### src/rtl/thermostat_pkg.sv
// Shared definitions for the thermostat controller: FSM state encoding and counter sizing.
// Optional feature macro used by the top: THERMO_MIN_RUN_EN.
package thermostat_pkg;

    typedef enum logic [1:0] {
        StIdle = 2'd0,
        StHeat = 2'd1,
        StCool = 2'd2
    } ctrl_state_e;

    localparam logic [1:0] CTRL_IDLE = 2'd0;
    localparam logic [1:0] CTRL_HEAT = 2'd1;
    localparam logic [1:0] CTRL_COOL = 2'd2;

    // Bits needed for a counter that runs 0 .. max_val-1.
    function automatic int unsigned cnt_width(input int unsigned max_val);
        return (max_val < 2) ? 1 : $clog2(max_val);
    endfunction

endpackage

### src/rtl/button_pulse.sv
// Push-button conditioner: 2-flop synchronizer, debouncer and rising-edge pulse generator.
module button_pulse
    import thermostat_pkg::*;
#(
    parameter int unsigned DEBOUNCE_CYCLES = 1000000
) (
    input  logic i_clk,
    input  logic i_reset,
    input  logic i_button,
    output logic o_pulse
);

    localparam int unsigned     CW      = cnt_width(DEBOUNCE_CYCLES);
    localparam logic [CW-1:0]   CntLast = CW'(DEBOUNCE_CYCLES - 1);

    logic          r_sync1;
    logic          r_sync2;
    logic          r_level;
    logic          r_pulse;
    logic [CW-1:0] r_cnt;

    // r_cnt counts consecutive samples that disagree with the accepted level.
    always_ff @(posedge i_clk) begin
        if (i_reset) begin
            r_sync1 <= 1'b0;
            r_sync2 <= 1'b0;
            r_level <= 1'b0;
            r_pulse <= 1'b0;
            r_cnt   <= '0;
        end else begin
            r_sync1 <= i_button;
            r_sync2 <= r_sync1;
            r_pulse <= 1'b0;
            if (r_sync2 == r_level) begin
                r_cnt <= '0;
            end else if (r_cnt == CntLast) begin
                r_level <= r_sync2;
                r_pulse <= r_sync2;
                r_cnt   <= '0;
            end else begin
                r_cnt <= r_cnt + 1'b1;
            end
        end
    end

    assign o_pulse = r_pulse;

endmodule

### src/rtl/thermostat_controller.sv
// Hysteresis thermostat with debounced setpoint buttons and stale-sample watchdog.
// Define THERMO_MIN_RUN_EN to enforce a minimum HEAT/COOL run time before returning to IDLE.
module thermostat_controller
    import thermostat_pkg::*;
#(
    parameter int unsigned SP_DEFAULT      = 22,
    parameter int unsigned SP_MIN          = 10,
    parameter int unsigned SP_MAX          = 35,
    parameter int unsigned HYST            = 1,
    parameter int unsigned DEBOUNCE_CYCLES = 1000000,
    parameter int unsigned MIN_RUN_CYCLES  = 100000000,
    parameter int unsigned STALE_CYCLES    = 200000000
) (
    input  logic       main_clk,
    input  logic       reset,
    input  logic [7:0] temp_c,
    input  logic       temp_valid,
    input  logic       buttonUp,
    input  logic       buttonDown,
    output logic [7:0] setpoint_c,
    output logic       heat_on,
    output logic       cool_on,
    output logic [1:0] ctrl_state,
    output logic       temp_stale
);

    localparam int unsigned   SW        = cnt_width(STALE_CYCLES);
    localparam logic [SW-1:0] StaleLast = SW'(STALE_CYCLES - 1);
    localparam logic [8:0]    Hyst9     = 9'(HYST);

    logic          w_up;
    logic          w_down;
    logic [7:0]    r_setpoint;
    logic [7:0]    r_temp;
    logic          r_seen;
    logic [SW-1:0] r_stale_cnt;
    logic          r_stale;
    logic          w_stale_expire;
    logic          w_force_idle;
    logic          w_run_done;
    ctrl_state_e   r_state;
    logic          r_heat;
    logic          r_cool;
    logic [8:0]    w_temp9;
    logic [8:0]    w_sp9;
    logic [8:0]    w_lo9;
    logic [8:0]    w_hi9;

    button_pulse #(
        .DEBOUNCE_CYCLES (DEBOUNCE_CYCLES)
    ) u_btn_up (
        .i_clk    (main_clk),
        .i_reset  (reset),
        .i_button (buttonUp),
        .o_pulse  (w_up)
    );

    button_pulse #(
        .DEBOUNCE_CYCLES (DEBOUNCE_CYCLES)
    ) u_btn_down (
        .i_clk    (main_clk),
        .i_reset  (reset),
        .i_button (buttonDown),
        .o_pulse  (w_down)
    );

    always_ff @(posedge main_clk) begin
        if (reset) begin
            r_setpoint <= 8'(SP_DEFAULT);
        end else if (w_up && !w_down && (r_setpoint < 8'(SP_MAX))) begin
            r_setpoint <= r_setpoint + 8'd1;
        end else if (w_down && !w_up && (r_setpoint > 8'(SP_MIN))) begin
            r_setpoint <= r_setpoint - 8'd1;
        end
    end

    always_ff @(posedge main_clk) begin
        if (reset) begin
            r_temp <= 8'd0;
            r_seen <= 1'b0;
        end else if (temp_valid) begin
            r_temp <= temp_c;
            r_seen <= 1'b1;
        end
    end

    // A sample arriving on the expiry cycle wins over the watchdog.
    assign w_stale_expire = !temp_valid && !r_stale && (r_stale_cnt == StaleLast);
    assign w_force_idle   = r_stale || w_stale_expire;

    always_ff @(posedge main_clk) begin
        if (reset) begin
            r_stale_cnt <= '0;
            r_stale     <= 1'b0;
        end else if (temp_valid) begin
            r_stale_cnt <= '0;
            r_stale     <= 1'b0;
        end else if (w_stale_expire) begin
            r_stale_cnt <= '0;
            r_stale     <= 1'b1;
        end else if (!r_stale) begin
            r_stale_cnt <= r_stale_cnt + 1'b1;
        end
    end

    // Unsigned 9-bit thresholds; the lower one floors at 0, where "temp < 0" is never true anyway.
    assign w_temp9 = {1'b0, r_temp};
    assign w_sp9   = {1'b0, r_setpoint};
    assign w_lo9   = (w_sp9 < Hyst9) ? 9'd0 : (w_sp9 - Hyst9);
    assign w_hi9   = w_sp9 + Hyst9;

`ifdef THERMO_MIN_RUN_EN
    localparam int unsigned   RW      = cnt_width(MIN_RUN_CYCLES);
    localparam logic [RW-1:0] RunLast = RW'(MIN_RUN_CYCLES - 1);

    logic [RW-1:0] r_run_cnt;

    // Cleared while IDLE; HEAT and COOL are always separated by IDLE.
    always_ff @(posedge main_clk) begin
        if (reset || (r_state == StIdle)) begin
            r_run_cnt <= '0;
        end else if (r_run_cnt != RunLast) begin
            r_run_cnt <= r_run_cnt + 1'b1;
        end
    end

    assign w_run_done = (r_run_cnt == RunLast);
`else
    assign w_run_done = (MIN_RUN_CYCLES == 0) | 1'b1;
`endif

    always_ff @(posedge main_clk) begin
        if (reset || w_force_idle) begin
            r_state <= StIdle;
            r_heat  <= 1'b0;
            r_cool  <= 1'b0;
        end else begin
            unique case (r_state)
                StIdle: begin
                    if (r_seen && (w_temp9 < w_lo9)) begin
                        r_state <= StHeat;
                        r_heat  <= 1'b1;
                    end else if (r_seen && (w_temp9 > w_hi9)) begin
                        r_state <= StCool;
                        r_cool  <= 1'b1;
                    end
                end
                StHeat: begin
                    if ((w_temp9 >= w_sp9) && w_run_done) begin
                        r_state <= StIdle;
                        r_heat  <= 1'b0;
                    end
                end
                StCool: begin
                    if ((w_temp9 <= w_sp9) && w_run_done) begin
                        r_state <= StIdle;
                        r_cool  <= 1'b0;
                    end
                end
                default: begin
                    r_state <= StIdle;
                    r_heat  <= 1'b0;
                    r_cool  <= 1'b0;
                end
            endcase
        end
    end

    assign setpoint_c = r_setpoint;
    assign heat_on    = r_heat;
    assign cool_on    = r_cool;
    assign ctrl_state = r_state;
    assign temp_stale = r_stale;

endmodule

### config.mk
export PLATFORM = sky130hd
export DESIGN_NAME = thermostat_controller
export DESIGN_NICKNAME = d
export VERILOG_FILES = /design/src/rtl/thermostat_pkg.sv /design/src/rtl/button_pulse.sv /design/src/rtl/thermostat_controller.sv
export SDC_FILE = /design/constraint.sdc
export NUM_CORES = 1
export LEC_CHECK = 0
export CAP_MARGIN = 30
export CORE_MARGIN = 10
export CORE_UTILIZATION = 65
export CTS_BUF_LIST = sky130_fd_sc_hd__clkbuf_16
export DETAILED_ROUTE_END_ITERATION = 10
export PLACE_DENSITY_LB_ADDON = 0.15
export SLEW_MARGIN = 20
export SYNTH_ARGS = -nofsm -noshare
export SYNTH_HDL_FRONTEND = slang
export SYNTH_HIERARCHICAL = 1
export SYNTH_SLANG_ARGS = --single-unit
export TNS_END_PERCENT = 5
### constraint.sdc
create_clock -name main_clk -period 8 [get_ports main_clk]
set_input_delay 2.4 -clock main_clk [delete_from_list [all_inputs] [get_ports main_clk]]
set_output_delay 2.4 -clock main_clk [all_outputs]
set_load 0.05 [all_outputs]
Word level (Yosys, flattened, before mapping)
Cells that the tools add are included.
{"block": "word_totals", "reg_bits": 98, "in_bits": 13, "output_inout_bits": 13, "wordCells": 93}
{"block": "classes", "addsub": 7, "magnitude_cmp": 7, "n_eq_ne": 13, "mux": 15, "n_bitwise": 6, "n_reduce_logical": 27}
{"op": "20-bit by 1-bit adder with 20-bit output (second input constant)", "count": 2}
{"op": "20-bit equality test (second input constant)", "count": 2}
{"op": "28-bit by 1-bit adder with 28-bit output (second input constant)", "count": 1}
{"op": "28-bit equality test (second input constant)", "count": 1}
{"op": "8-bit 2-to-1 mux", "count": 2}
{"op": "3-bit OR reduction", "count": 5}
{"op": "2-bit != test (second input constant)", "count": 5}
{"op": "8-bit by 1-bit adder with 9-bit output (second input constant)", "count": 1}
{"op": "8-bit by 9-bit greater-than comparator with 1-bit output", "count": 1}
{"op": "8-bit by 9-bit less-than comparator with 1-bit output", "count": 1}
{"op": "9-bit 2-to-1 mux", "count": 1}
{"op": "8-bit by 1-bit subtractor with 9-bit output (second input constant)", "count": 1}
{"op": "8-bit by 1-bit adder with 8-bit output (second input constant)", "count": 1}
{"op": "8-bit >= comparator", "count": 1}
{"op": "8-bit by 4-bit greater-than comparator with 1-bit output (second input constant)", "count": 1}
{"op": "8-bit <= comparator", "count": 1}
{"op": "1-bit logical AND", "count": 8}
{"op": "8-bit by 1-bit less-than comparator with 1-bit output (second input constant)", "count": 1}
{"op": "8-bit by 6-bit less-than comparator with 1-bit output (second input constant)", "count": 1}
{"op": "2-bit 2-to-1 mux", "count": 4}
{"op": "8-bit by 1-bit subtractor with 8-bit output (second input constant)", "count": 1}
{"op": "1-bit NOT", "count": 6}
{"op": "1-bit case mux with 3 select lines", "count": 2}
{"op": "2-bit case mux with 3 select lines", "count": 1}
{"op": "13 further kinds", "count": 24}

Depth between registers and ports, before layout
Gate-level depths: netlist of run 1.
{"block": "depth", "depth_word": 6, "mapped_depth": 12, "ltp_nobuf": 12}

Cells and area by module
Netlist of run 1, hierarchy kept.
{"module": "thermostat_controller", "instances": 1, "cells_per_inst": 367, "area_each_um2": 3215.6, "seq_area_each_um2": 1001.0}
{"module": "button_pulse", "instances": 2, "cells_per_inst": 118, "area_each_um2": 1066.0, "seq_area_each_um2": 480.5}

Least setup slack after synthesis of run 1
OpenSTA, ideal clock, no wires.
{"block": "synth_timing", "kind": "input-to-reg", "start": "input port temp_valid", "end": "register r_stale_cnt[0]", "setup_ns": 0.066, "t_arrival_ns": 3.561, "t_required_ns": 7.934, "slack_ns": 4.373, "path_stages": 6, "path_buffers": 3, "cell_sequence": "clkbuf_1 -> or2_2 -> a21o_1 -> buf_2 -> buf_2 -> nor2_1"}
{"block": "synth_via", "elab_chain_len": 4}
{"item": "start: declaration", "line": "thermostat_controller.sv:17", "text": "input logic temp_valid,"}
{"item": "1-bit zero test", "line": "thermostat_controller.sv:88", "text": "assign w_stale_expire = !temp_valid && !r_stale && (r_stale_cnt == StaleLast);"}
{"item": "1-bit logical AND (2 in a row)", "line": "thermostat_controller.sv:88"}
{"item": "3-bit OR reduction (no line) (*)"}
{"item": "end signal: assignment", "line": "thermostat_controller.sv:102", "text": "r_stale_cnt <= r_stale_cnt + 1'b1;"}
{"item": "end: declaration", "line": "thermostat_controller.sv:36", "text": "logic [SW-1:0] r_stale_cnt;"}
Every way passes the cells marked *; elsewhere a longest branch is shown, timed or not.
A chain may end at the register's enable or synchronous reset.

Worst setup path after layout of run 1
{"block": "layout_timing", "start": "input port temp_valid", "end": "register r_stale_cnt[27]"}
Same word-level chain as after synthesis.

==> results of run 1 <==
==> critical path, stage by stage <==
cell and delay, ps:
clkdlybuf4s50_1 690, nor4b_1 380, nand2_1 100, nor3_1 210, a21o_1 730, nor3_1 110, a21o_1 180
==> layout make-up <==
cell class / instances / area (um^2)
repair buffers: 26 / 257.7
multi-input cells: 467 / 3194
inverters: 20 / 75.07
well taps: 105 / 131.4
clock inverters: 7 / 116.4
fillers: 633 / 2131
clock buffers: 9 / 225.2
flip-flops and latches: 98 / 1962
==> cells by family (layout without fill, tap and decap cells) <==
logic type / Yosys count / count (layout) / share of synthesized area, %
AOI/OAI and AO/OA: 84 / 84 / 10.90
xor gates and xnor gates: 66 / 66 / 10.81
adders and majority gates: 36 / 36 / 8.563
buffers and inverters: 38 / 62 / 3.580
DFF: 98 / 98 / 36.69
muxes: 14 / 14 / 2.714
and+or+nand+nor: 267 / 267 / 26.74
==> cell usage after synthesis, types with 2 or more instances <==
master / number / area (um^2)
o21ai_0: 15 / 75.07
xor2_1: 38 / 332.8
a211oi_1: 3 / 22.52
or4_4: 3 / 33.78
ha_1: 35 / 437.9
and4_1: 6 / 52.55
nand4bb_1: 2 / 22.52
nor4_1: 3 / 18.77
o21ai_4: 2 / 32.53
inv_1: 20 / 75.07
o211ai_1: 3 / 22.52
or4_1: 8 / 60.06
nand4b_1: 2 / 17.52
nor2b_1: 7 / 43.79
or3b_2: 2 / 17.52
o31ai_1: 8 / 60.06
or4b_1: 2 / 20.02
nand3_1: 40 / 200.2
nand4_1: 24 / 150.1
o21a_1: 2 / 15.01
nor4b_1: 3 / 26.28
a21o_1: 4 / 30.03
nand2_1: 36 / 135.1
nor2_1: 83 / 311.6
and2_1: 2 / 12.51
mux2i_1: 13 / 130.1
buf_2: 5 / 25.02
nand2b_1: 2 / 12.51
o21bai_1: 4 / 30.03
or3_1: 7 / 43.79
dfxtp_1: 98 / 1962
xnor2_1: 28 / 245.2
nor3_1: 9 / 45.04
clkbuf_2: 2 / 10.01
a21oi_1: 29 / 145.1
or2_2: 2 / 12.51
buf_6: 4 / 45.04
and3_1: 15 / 93.84
clkbuf_1: 6 / 22.52
==> through the flow <==
step	hold WS (ps)	std cells	setup WS [ps]	area, um^2
floorplan	413.8	603	4373	5348
global placement	425.4	716	3183	5620
detailed placement	436.9	716	3082	5620
CTS	456.6	732	3426	5962
global route	476.0	732	3155	5962
finish	452.8	732	3435	5962
==> power groups by stage <==
stage / combinational [mW] / clock [mW] / sequential [mW]
4_1_cts: 0.0620 / 0.493 / 0.502
6_report: 0.0620 / 0.485 / 0.502
3_3_place_gp: 0.0590 / 0 / 0.512
3_5_place_dp: 0.0614 / 0 / 0.513
2_1_floorplan: 0.0348 / 0 / 0.518
5_1_grt: 0.0692 / 0.514 / 0.503
==> worst paths after layout <==
path	end	cells after the start	slack (ps)	startpoint
max	r_stale_cnt[27]	7	3440	temp_valid
min	u_btn_up/r_sync2	1	450	u_btn_up/r_sync1
max reg2reg	setpoint_c[7]	11	4750	setpoint_c[0]
min reg2reg	u_btn_up/r_sync2	1	450	u_btn_up/r_sync1
==> metal layers <==
metal	share of wire (%)	wire length, um	global-route usage (%)
met1	45	5030	22.74
met2	49	5420	29.09
met3	4.2	461	2.652
met4	1.4	155	7.205
met5	0	0	0
==> state kept, by name, indices dropped and copies added (netlist names) <==
signal and count:
u_btn_down/r_sync2 1, u_btn_up/r_sync1 1, u_btn_down/r_cnt 20, cool_on 1, u_btn_up/r_level 1, u_btn_up/r_sync2 1, heat_on 1, r_stale_cnt 28
u_btn_down/r_level 1, u_btn_down/o_pulse 1, setpoint_c 8, r_temp 8, u_btn_up/o_pulse 1, u_btn_down/r_sync1 1, temp_stale 1, ctrl_state 2
r_seen 1, u_btn_up/r_cnt 20
==> out/metrics.cfg, run 1 <==
[layout]
finalNetCount=671
final_util_pct=73.67
layout_common_cells=dfxtp_1 (98), nor2_1 (83), nand3_1 (40)
diodes=0
drive_above_1_share_pct=5.901
layout_commonest_cell=dfxtp_1
area_growth_pct=11.49

[setup_path]
critPathKind=in2reg
cp.required_ps=8230
cp-start-kind=input pin
arrival_ps=4800
cp-end-kind=flip-flop
path_max_fanout=29

[global_route]
antenna_found_initial=0
grt_max_degree=30
grt_first_pass_wirelength_mm=18.95
grt_remaining_overflow=0
grt_usage_pct=17.75
grt_pass1_vias=4079

[logic_synthesis]
yosys_warnings=6
synthCells=603
synthFlopType=dfxtp_1
synth_area_per_cell_um2=8.868
ys_seq_area_share_pct=36.69
syn-num-nets=652
synth_edf_count=0
ys_async_sr_fraction_pct=0
synth_cell_types=65
ys_seq_elements=98
syn_area_um2=5348

[power]
cell_internal_pwr_mw=0.8267
p_seq_share_pct=47.9
p_clk_share_pct=46.2
p_leak_nw=2.181
comb_power_share_pct=5.9
cellPowerDensity_nw_per_um2=175.9
power.total_mw=1.049
swShare_pct=21.18
vdd_ir_drop_max_v=0.0001109
power_switching_mw=0.2221

[routing]
ant_nets=0
drt_pass1_iterations=4
drc_errors=0
vias=4329
viasPerCell=5.914
wl_per_cell_um=15.12
routed_wl_mm=11.07
drt_iter0_drc=162

[timing]
layout_min_cycle_time_ps=4565
rsz0062_at_grt=false
setup_violations=0
setup-tns-final_ps=0
slew_viol_final=0
clock.fmax_ghz=0.2191
slew_headroom_pct=41.79
fin_skew_ps=9.563
fin_crit_sh_pct=57.06
tightest_slew_ps=873.1
finalHoldViolCount=0

[place]
portBuffers=25
dp_hpwl_mm=8.098
gp_congestion=0.9088

[clock_network]
cts_root_buffer=clkbuf_16
clockBufferDepth=2
clkSinkCount=98
postCtsSetupBuffers=0
cts_buffers=9
cts_resized=0
insertion_delay_ps=340
clk_pin_slew_ps=60
htreeDepth=3
cts_tree=done
cts_hold_buf=0

[job]
max_cap_viol_count=0

[floorplan]
chipWidth_um=110.7
rows=33
initial_core_util_pct=66.08
die_y_um=110.7
coreArea_um2=8093
dieArea_um2=12260
io_pins=26

[worst_hold_path]
hp-class=reg2reg

[outcome]
run_status=complete, no violations

No activity file was read; power rests on OpenSTA's default activity.
==> inputs of run 2 (changes only) <==
--- a/config.mk
+++ b/config.mk
@@ -7,7 +7,7 @@
 export LEC_CHECK = 0
 export CAP_MARGIN = 30
 export CORE_MARGIN = 10
-export CORE_UTILIZATION = 65
+export CORE_UTILIZATION = 61
 export CTS_BUF_LIST = sky130_fd_sc_hd__clkbuf_16
 export DETAILED_ROUTE_END_ITERATION = 10
 export PLACE_DENSITY_LB_ADDON = 0.15
==> constraint.sdc (replaced) <==
create_clock -name main_clk -period 4.7 [get_ports main_clk]
set_input_delay 1.41 -clock main_clk [delete_from_list [all_inputs] [get_ports main_clk]]
set_output_delay 1.41 -clock main_clk [all_outputs]
set_load 0.05 [all_outputs]
==> run 2 against run 1 <==
Against the previous run: core utilization is 5.1 points lower; sequential cell count did not move; sequential share of layout area up 0.20 points; critical endpoint is now r_stale_cnt[22]; total power rose by 60%; register-to-register slack got worse by 3300 ps; via count shrank 0.16%; global-route usage down 0.20 points; largest cell class unchanged; first-iteration DRC count rose by 22%; routed wire length up 1.5%; clock skew up 3.1 ps; count of clock-buffer cells in the layout unchanged.
==> out/metrics.cfg, run 2 (synthesis gave the netlist of run 1 again) <==
[layout]
top_regs=r_stale_cnt: 28 flops, u_btn_down/r_cnt: 20 flops, u_btn_up/r_cnt: 20 flops
layout.cells.non_filler=736  ; +0.55%
finalNetCount=672  ; +0.15%
area_growth_pct=10.81
stdcell_area_um2=5926  ; -0.61%
largest_register=r_stale_cnt
largest_register_ffs=28  ; unchanged
layout_common_cells=dfxtp_1 (98), nor2_1 (83), nand3_1 (40)
layout_commonest_cell=dfxtp_1
drive_above_1_share_pct=5.892  ; -0.0094 points
nFillCells=705  ; +11%
diodes=0  ; unchanged
final_util_pct=68.62  ; -5.1 points

[place]
portBuffers=25  ; unchanged
placed_area_um2=5632  ; +0.20%
post-place-ws_ps=875.3  ; -2206 ps
numPlacedInstances=720  ; +0.56%
dp_hpwl_mm=8.180  ; +1.0%
gp_congestion=0.8754  ; -3.7%

[floorplan]
initial_core_util_pct=61.92  ; -4.2 points
rows=34  ; +3.0%
io_pins=26  ; unchanged
coreArea_um2=8636  ; +6.7%
die_y_um=113.6  ; +2.6%
dieArea_um2=12910  ; +5.4%
chipWidth_um=113.6  ; +2.6%

[global_route]
grt_first_pass_wirelength_mm=19.31  ; +1.9%
grt_max_degree=26  ; -13%
grt_remaining_overflow=0  ; unchanged
grt_pass1_vias=4198  ; +2.9%
grt_usage_pct=17.55  ; -0.20 points
antenna_found_initial=0  ; unchanged

[outcome]
run_status=complete, no violations

[routing]
drc_errors=0  ; unchanged
drt_iter0_drc=197  ; +22%
routed_wl_mm=11.23  ; +1.5%
drt_pass1_iterations=5  ; +1
ant_nets=0  ; unchanged
wl_per_cell_um=15.26  ; +0.95%
viasPerCell=5.872  ; -0.70%
vias=4322  ; -0.16%

[power]
swShare_pct=22.62  ; +1.4 points
p_leak_nw=2.163  ; -0.83%
power_switching_mw=0.3799  ; +71%
p_seq_share_pct=50.9  ; +3.0 points
vdd_ir_drop_max_v=0.0002456  ; +120%
p_clk_share_pct=42.8  ; -3.4 points
cellPowerDensity_nw_per_um2=283.4  ; +61%
cell_internal_pwr_mw=1.299  ; +57%
power.total_mw=1.679  ; +60%
comb_power_share_pct=6.3  ; +0.4 points

[clock_network]
clk_pin_slew_ps=60  ; about the same
cts_buffers=9  ; unchanged
insertion_delay_ps=340  ; about the same
cts_hold_buf=0  ; unchanged
postCtsSetupBuffers=0  ; unchanged
cts_root_buffer=clkbuf_16
clkSinkCount=98  ; unchanged
clockBufferDepth=2  ; unchanged
cts_tree=done
htreeDepth=3  ; unchanged
cts_resized=0  ; unchanged

[worst_hold_path]
hp-class=reg2reg

[timing]
slew_headroom_pct=62.98  ; +21 points
fin_crit_sh_pct=74.01
clock.fmax_ghz=0.2875
finalHoldViolCount=0  ; unchanged
layout_min_cycle_time_ps=3478
setup_violations=0  ; unchanged
fin_hold_ws_ps=438.3  ; -14.49 ps
slew_viol_final=0  ; unchanged
setup_ws_ps=1222  ; -2214 ps
setup-tns-final_ps=0  ; unchanged
fin_skew_ps=12.67  ; +3.106 ps
rsz0062_at_grt=false
tightest_slew_ps=553.6  ; -319.5 ps

[setup_path]
cp-end-kind=flip-flop
arrival_ps=3700  ; -1100 ps
path_max_fanout=17  ; -41%
path_cells=clkdlybuf4s50_1, nor4b_1, nand2_1, nor3_1, a21o_1, buf_4, nor2_1
cp-start-kind=input pin
slowest_stage=clkdlybuf4s50_1
slowest_delay_ps=690  ; -40 ps
cp.required_ps=4920  ; -3310 ps
critPathKind=in2reg

[job]
max_cap_viol_count=0  ; unchanged

run 2: cell types whose count changed in the layout (fill, tap and decap cells not counted):
cell / delta
buf_4: +1
bufinv_16: -2
clkinv_1: +1
clkinv_4: +1
run 2: worst paths after layout:
path,startpoint,end,slack (ps),depth (start not counted)
min,u_btn_down/r_sync1,u_btn_down/r_sync2,440,1
max,temp_valid,r_stale_cnt[22],1220,7
max reg2reg,setpoint_c[0],ctrl_state[0],1450,12
min reg2reg,u_btn_down/r_sync1,u_btn_down/r_sync2,440,1
run 2: layer usage:
metal | global-route usage [%] | up-vias | wire length [um]
met5 | 0 | - | 0
met4 | 5.245 | 0 | 114
met3 | 3.307 | 12 | 406
met2 | 28.52 | 66 | 5367
met1 | 23.06 | 2057 | 5345
li1 | - | 2187 | -
run 2: worst max-delay path: cells and delay by family:
family,cells,cell delay [ps]
compound gates,1,490
buf+inv,2,980
simple gates,4,810
run 2: power groups by stage:
stage | Clock, mW | Sequential (mW) | Combinational [mW]
4_1_cts | 0.734 | 0.854 | 0.107
3_5_place_dp | 0 | 0.873 | 0.105
6_report | 0.719 | 0.854 | 0.106
3_3_place_gp | 0 | 0.872 | 0.102
5_1_grt | 0.766 | 0.856 | 0.117
2_1_floorplan | 0 | 0.882 | 0.0593
run 2: layout make-up:
class	count	area, um^2	share of cell area [%]
clock inverters	7	68.82	1.161
inverters	20	75.07	1.267
clock buffers	9	225.2	3.801
well taps	108	135.1	2.280
repair buffers	27	265.3	4.476
multi-input cells	467	3194	53.91
flip-flops and latches	98	1962	33.11
